<file path="src/rtl/exe_mem_issue_stage.sv">
// exe_mem_issue_stage: EXE stage - ALU, data-bus request issue, ALE, store alignment, forwarding.
module exe_mem_issue_stage (
  input  logic        clk,
  input  logic        reset,
  input  logic        id_to_exe_valid,
  input  logic [3:0]  id_alu_op,
  input  logic [31:0] id_src1,
  input  logic [31:0] id_src2,
  input  logic [31:0] id_pc,
  input  logic [4:0]  id_dest,
  input  logic        id_gr_we,
  input  logic        id_mem_re,
  input  logic        id_mem_we,
  input  logic [1:0]  id_mem_size,
  input  logic [31:0] id_st_data,
  input  logic        id_exc,
  output logic        exe_allow,
  input  logic        mem_allow,
  input  logic        mem_exception,
  input  logic        wb_exception,
  output logic        exe_to_mem_valid,
  output logic [31:0] exe_alu_result,
  output logic [31:0] exe_pc,
  output logic [4:0]  exe_dest,
  output logic        exe_gr_we,
  output logic        exe_res_from_mem,
  output logic        exe_mem_req,
  output logic        exe_except_ale,
  output logic        exe_exc,
  output logic [4:0]  exe_dest_bus,
  output logic [31:0] exe_value_bus,
  output logic        exe_load_pending,
  output logic        data_sram_req,
  output logic        data_sram_wr,
  output logic [1:0]  data_sram_size,
  output logic [3:0]  data_sram_wstrb,
  output logic [31:0] data_sram_addr,
  output logic [31:0] data_sram_wdata,
  input  logic        data_sram_addr_ok
);
  logic        exe_valid_q, exe_valid_d, req_done_q, req_done_d;
  logic [3:0]  alu_op_q;
  logic [31:0] src1_q, src2_q, pc_q, st_data_q;
  logic [4:0]  dest_q;
  logic        gr_we_q, mem_re_q, mem_we_q, exc_q;
  logic [1:0]  mem_size_q;
  logic        acc, go, hs, load;
  logic [31:0] sum, res;
  assign sum = src1_q + src2_q;
  always_comb begin
    res = '0;
    case (alu_op_q)
      4'd0:  res = sum;
      4'd1:  res = src1_q - src2_q;
      4'd2:  res = {31'b0, $signed(src1_q) < $signed(src2_q)};
      4'd3:  res = {31'b0, src1_q < src2_q};
      4'd4:  res = src1_q & src2_q;
      4'd5:  res = src1_q | src2_q;
      4'd6:  res = ~(src1_q | src2_q);
      4'd7:  res = src1_q ^ src2_q;
      4'd8:  res = src1_q << src2_q[4:0];
      4'd9:  res = src1_q >> src2_q[4:0];
      4'd10: res = $unsigned($signed(src1_q) >>> src2_q[4:0]);
      4'd11: res = src2_q;
      default: res = '0;
    endcase
  end
  assign exe_except_ale = (mem_re_q | mem_we_q) &
                          (mem_size_q == 2'd1 ? sum[0] : mem_size_q[1] ? |sum[1:0] : 1'b0);
  assign exe_exc          = exc_q | exe_except_ale;
  assign acc              = exe_valid_q & (mem_re_q | mem_we_q);
  assign data_sram_req    = acc & ~exe_exc & ~req_done_q & ~mem_exception & ~wb_exception;
  assign hs               = data_sram_req & data_sram_addr_ok;
  assign go               = ~acc | exe_exc | req_done_q | hs;
  assign exe_allow        = ~exe_valid_q | (go & mem_allow);
  assign exe_to_mem_valid = exe_valid_q & go;
  assign exe_mem_req      = acc & ~exe_exc;
  assign load             = id_to_exe_valid & exe_allow & ~wb_exception;
  assign exe_valid_d      = wb_exception ? 1'b0 : exe_allow ? id_to_exe_valid : exe_valid_q;
  // A request accepted in its hand-off cycle never needs remembering.
  assign req_done_d       = wb_exception ? 1'b0 : (exe_to_mem_valid & mem_allow) ? 1'b0 :
                            hs ? 1'b1 : req_done_q;
  assign exe_alu_result   = res;
  assign exe_value_bus    = res;
  assign exe_pc           = pc_q;
  assign exe_dest         = dest_q;
  assign exe_gr_we        = gr_we_q;
  assign exe_res_from_mem = mem_re_q;
  assign exe_dest_bus     = (exe_valid_q & gr_we_q) ? dest_q : 5'd0;
  assign exe_load_pending = exe_valid_q & mem_re_q;
  assign data_sram_wr     = mem_we_q;
  assign data_sram_size   = mem_size_q;
  assign data_sram_addr   = sum;
  assign data_sram_wstrb  = ~mem_we_q ? 4'b0000 :
                            mem_size_q == 2'd0 ? 4'b0001 << sum[1:0] :
                            mem_size_q == 2'd1 ? 4'b0011 << {sum[1], 1'b0} : 4'b1111;
  assign data_sram_wdata  = mem_size_q == 2'd0 ? {4{st_data_q[7:0]}} :
                            mem_size_q == 2'd1 ? {2{st_data_q[15:0]}} : st_data_q;
  always_ff @(posedge clk) begin
    if (reset) begin
      exe_valid_q <= 1'b0;
      req_done_q  <= 1'b0;
      alu_op_q    <= '0;
      src1_q      <= '0;
      src2_q      <= '0;
      pc_q        <= '0;
      dest_q      <= '0;
      gr_we_q     <= 1'b0;
      mem_re_q    <= 1'b0;
      mem_we_q    <= 1'b0;
      mem_size_q  <= '0;
      st_data_q   <= '0;
      exc_q       <= 1'b0;
    end else begin
      exe_valid_q <= exe_valid_d;
      req_done_q  <= req_done_d;
      if (load) begin
        alu_op_q   <= id_alu_op;
        src1_q     <= id_src1;
        src2_q     <= id_src2;
        pc_q       <= id_pc;
        dest_q     <= id_dest;
        gr_we_q    <= id_gr_we;
        mem_re_q   <= id_mem_re;
        mem_we_q   <= id_mem_we;
        mem_size_q <= id_mem_size;
        st_data_q  <= id_st_data;
        exc_q      <= id_exc;
      end
    end
  end
endmodule

</file>
<file path="config.mk">
export PLATFORM = sky130hd
export DESIGN_NAME = exe_mem_issue_stage
export DESIGN_NICKNAME = d
export VERILOG_FILES = /design/src/rtl/exe_mem_issue_stage.sv
export SDC_FILE = /design/constraint.sdc
export NUM_CORES = 1
export LEC_CHECK = 0
export ABC_AREA = 1
export ABC_CLOCK_PERIOD_IN_PS = 3900
export CAP_MARGIN = 15
export CORE_UTILIZATION = 34
export DETAILED_ROUTE_END_ITERATION = 6
export GPL_ROUTABILITY_DRIVEN = 0
export PLACE_DENSITY = 0.57
export SLEW_MARGIN = 15
export SYNTH_ARGS = -nofsm -noshare
export SYNTH_HDL_FRONTEND = slang
export SYNTH_SLANG_ARGS = --single-unit
</file>
<file path="constraint.sdc">
create_clock -name clk -period 3.9 [get_ports clk]
set_clock_uncertainty 0.05 [all_clocks]
set_input_delay 0.78 -clock clk [delete_from_list [all_inputs] [get_ports clk]]
set_output_delay 0.78 -clock clk [all_outputs]
set_load 0.1 [all_outputs]
</file>
==> run summary <==
The remaining antenna violation count was 0; the gate count after technology mapping was 3220. At the pin with the least slew margin, the transition time is 1.03 ns. Of all nets on the critical path, the largest fanout is 6.

The fraction of registers with async set or reset after synthesis is 0, and the number of inserted diodes is 0. Global routing finished with a remaining overflow of 0. The overall routed net length was 86400 um; the post-synthesis register bit count was 145.

The largest stage delay on the critical path works out to 0.42 ns. For the relative slew slack, the log shows 0.309. The number of hold violations in the final report came out at 0. The vertical extent of the die was 226 um; the number of flops mapped to enable cells by yosys was 0.

The initial antenna violation count is 1. The utilization of the core after routing came out at 0.487. The layout overhead on the synthesized area came out at 40.5%. The total of max-cap violations was 0; the global-route wire length before repair was 127000 um. The number of buffers inserted for hold repair after clock tree synthesis is 0, and the sequential element share of the synthesized area is 0.170. The kind of cell with the highest combined delay on the critical path was simple AND/OR/NAND/NOR gates.

The worst hold path was traced through 2 stages. TritonCTS built the clock tree. In the routed layout, each cell is associated on average with a via count of 5.42. Post-route total power: 9.64 mW. Counting both buffers and inverters, the worst setup path holds a total of 4. Clock tree synthesis selected as its root buffer the cell sky130_fd_sc_hd__clkbuf_16. The critical path runs through a total of 13 cells. The worst-case setup margin in the final layout is 0.0455 ns. After detailed routing, the number of remaining DRC violations is 0. The share of cells above drive strength 1 is 0.146. The met3 capacity usage during global routing is 0.0958. The H-tree level count is 4. The pin count of the biggest net entering global routing was 77; the worst vdd rail ir drop was 0.358 mV. The ratio of final minimum period to clock period was 0.988. Setup repair after global routing could not meet its margin everywhere. The number of placed instances, taps included, is 4119. The run finished with clean final reports. 336 I/O pins were placed. Count of buffers inserted at the top-level ports: 335. For the global routing usage summed across all routing layers, the log shows 0.333.

With fillers left out, the area of the finished cells amounts to 24000 um2. Walking the worst path, the cells encountered are inv_1, ha_4, nand2_1, nor2_1, inv_1, nor2_1, nand4_1, nand3_1, nand2_1, nand3_1, nand4_1, buf_4, buf_12. The number of buffers on the longest clock path came out at 2.

After clock tree synthesis, the clock-pin slew on the worst setup and hold paths is 0.08 ns. At the later pin of the worst-skew pair, clock insertion delay measures 0.50 ns. The logs give 0 for the count of yosys warnings during synthesis and 22600 um2 for the placed cell area. The type of the setup path with the least slack is reg -> out.

The most instantiated flip-flop cell in the synthesis netlist is sky130_fd_sc_hd__dfxtp_1. For this design, the slowest cell found on the critical path is sky130_fd_sc_hd__dfxtp_1. The count of final max-slew check failures is 0, and the routed via count is 22700.

The tools report the startpoint type of the worst setup path as a register. The worst setup slack after placement is 0.0327 ns. The effective utilization at floorplan was 0.347. The mean instance size in the synthesized netlist was 5.30 um2. For the global routing usage on met1, the log shows 0.399.

Average routed wire per standard cell: 20.7 um. The via count of the first global-routing pass is 20900, and the combined area of all synthesized cells is 17100 um2. The run gives 3.07 ns as the required time of the critical path. For the highest attainable clock frequency, the log shows 0.259 GHz.

Class of the worst hold path: reg -> reg. For the worst flop-to-flop path, the logic depth is 15. The worst setup path is captured at a primary output.

The tools report the DRC marker count from the first detailed-route iteration as 2802. Synthesis instantiated 43 different standard cells from the library. Horizontal die dimension: 226 um. The floorplan step defined a die boundary enclosing 51100 um2.

For the number of buffers inserted during clock tree synthesis, the log shows 17. The run gives 0 as the number of setup violations in the final report. In this run the static leakage power is 12.0 nW. Power spread over the standard cell area amounts to 402 nW/um2. The number of detailed-routing iterations run before antenna repair came out at 6. The logs give 0.510 for the met2 track demand over resource in global routing and 81 for the row count. Total number of clock tree sinks: 145.

The net count reported at finish came out at 3751. The count of placed standard cells in the final layout, fillers left out is 4179, and the minimum clock period after layout is 3.85 ns. Detailed placement ended at an HPWL of 68800 um. The synthesized netlist net count was 3469; the placeable core region was 49300 um2. For the worst setup path, the data arrival time is 3.02 ns. met2 is the most crowded layer. Counting the fill cells in the layout gives 5267.
[cells by family (layout without fill, tap and decap cells)]
kind of cell / count (synthesis) / after routing / synth area share
flops: 145 / 145 / 0.170
simple gates: 2113 / 2113 / 0.516
xor+xnor: 12 / 12 / 0.00616
compound gates: 287 / 287 / 0.0947
buf+inv: 564 / 859 / 0.139
fa+ha+maj: 99 / 99 / 0.0734
[power breakdown]
part	internal (mW)	total, mW	switching, mW
combinational	1.92	6.13	4.21
sequential	1.59	1.68	0.0962
clock	0.932	1.83	0.898
[routing by layer]
layer	share of wire	wire [um]	up-vias
met4	0.076	6590	2
met3	0.12	10400	305
met2	0.42	36600	1501
li1	-	-	10700
met5	0.00013	11	-
met1	0.38	32800	10200
[cell usage in the layout, fill, tap and decap left out, types with 8 or more instances in the layout]
cell and count:
sky130_fd_sc_hd__nand2_1 1100, sky130_fd_sc_hd__o211ai_1 30, sky130_fd_sc_hd__nand3b_1 42, sky130_fd_sc_hd__nor2_4 9, sky130_fd_sc_hd__nand2_4 12, sky130_fd_sc_hd__xor2_4 8, sky130_fd_sc_hd__nand3_4 8, sky130_fd_sc_hd__ha_1 67
sky130_fd_sc_hd__ha_4 23, sky130_fd_sc_hd__nand3_2 15, sky130_fd_sc_hd__dfxtp_1 122, sky130_fd_sc_hd__nor3_1 23, sky130_fd_sc_hd__clkdlybuf4s50_1 198, sky130_fd_sc_hd__nor2_1 414, sky130_fd_sc_hd__and2_1 26, sky130_fd_sc_hd__o21ai_1 13
sky130_fd_sc_hd__inv_1 348, sky130_fd_sc_hd__nand2_2 32, sky130_fd_sc_hd__a21oi_1 107, sky130_fd_sc_hd__o21ai_0 80, sky130_fd_sc_hd__nand3_1 334, sky130_fd_sc_hd__nor2_2 43, sky130_fd_sc_hd__inv_2 11, sky130_fd_sc_hd__clkbuf_16 17
sky130_fd_sc_hd__dfxtp_4 8, sky130_fd_sc_hd__dfxtp_2 15, sky130_fd_sc_hd__buf_4 145, sky130_fd_sc_hd__o22ai_1 23, sky130_fd_sc_hd__nand4_1 43, sky130_fd_sc_hd__a211oi_1 8, sky130_fd_sc_hd__buf_12 113
[state kept, by name (all words and copies together) (netlist names)]
| signal | cells |
|---|---|
| data_sram_wr | 1 |
| exe_valid_q | 1 |
| exc_q | 1 |
| st_data_q | 32 |
| exe_res_from_mem | 1 |
| req_done_q | 1 |
| data_sram_size | 2 |
| exe_pc | 32 |
| exe_gr_we | 1 |
| exe_dest | 5 |
| alu_op_q | 4 |
| src2_q | 32 |
| src1_q | 32 |
[through the flow]
| stage | hold WS, ns | TNS [ns] |
|---|---|---|
| floorplan | 0.402 | -8.27 |
| global placement | 0.409 | -0.0109 |
| detailed placement | 0.422 | 0 |
| CTS | 0.440 | 0 |
| global route | 0.464 | -0.263 |
| finish | 0.437 | 0 |
[worst min-delay path, stage by stage, from the launching register on]
cell and delay (ns):
sky130_fd_sc_hd__dfxtp_1 0.33, sky130_fd_sc_hd__a21oi_1 0.04, sky130_fd_sc_hd__nor2_1 0.08
[cell usage after synthesis (4+ instances only)]
master	number	area share
sky130_fd_sc_hd__o21ai_0	93	0.027
sky130_fd_sc_hd__nand3_1	356	0.10
sky130_fd_sc_hd__a211oi_1	8	0.0035
sky130_fd_sc_hd__nor2_1	454	0.10
sky130_fd_sc_hd__buf_1	28	0.0062
sky130_fd_sc_hd__nand4_1	43	0.016
sky130_fd_sc_hd__nand2_1	1141	0.25
sky130_fd_sc_hd__buf_4	41	0.018
sky130_fd_sc_hd__clkbuf_1	76	0.017
sky130_fd_sc_hd__o22ai_1	23	0.0084
sky130_fd_sc_hd__inv_1	360	0.079
sky130_fd_sc_hd__and2_1	30	0.011
sky130_fd_sc_hd__dfxtp_1	145	0.17
sky130_fd_sc_hd__nand3b_1	42	0.018
sky130_fd_sc_hd__buf_2	47	0.014
sky130_fd_sc_hd__a21oi_1	114	0.033
sky130_fd_sc_hd__xor2_1	12	0.0062
sky130_fd_sc_hd__o221ai_1	4	0.0021
sky130_fd_sc_hd__nor3_1	25	0.0073
sky130_fd_sc_hd__o21bai_1	7	0.0031
sky130_fd_sc_hd__ha_1	97	0.071
sky130_fd_sc_hd__o211ai_1	30	0.013
sky130_fd_sc_hd__nor2_2	11	0.0040
[what timing repair did]
| item | CTS | global route |
|---|---|---|
| setup endpoints to repair | 65 | 52 |
| gates resized for setup | 68 | 102 |
| setup buffers | 8 | 20 |
| pin swaps | 8 | 12 |
[path summary, 6_finish.rpt]
kind,startpoint,endpoint,slack (ns)
min reg2reg,exe_pc[9]$_SDFFE_PP0P_,exe_pc[9]$_SDFFE_PP0P_,0.44
min,exe_pc[9]$_SDFFE_PP0P_,exe_pc[9]$_SDFFE_PP0P_,0.44
max,src1_q[14]$_SDFFE_PP0P_,exe_alu_result[20],0.05
max reg2reg,src2_q[0]$_SDFFE_PP0P_,st_data_q[6]$_SDFFE_PP0P_,0.43
[cell type report]
class                      count  area (um2)  share of cell area
multi-input combinational   2511       12800               0.534
inverter                     367        1390              0.0581
clock inverter                15         203             0.00845
sequential                   145        2950               0.123
timing repair buffer         460        5380               0.224
tap                          664         831              0.0346
clock buffer                  17         425              0.0177
Note: power is estimated with default switching activity, not from simulation.
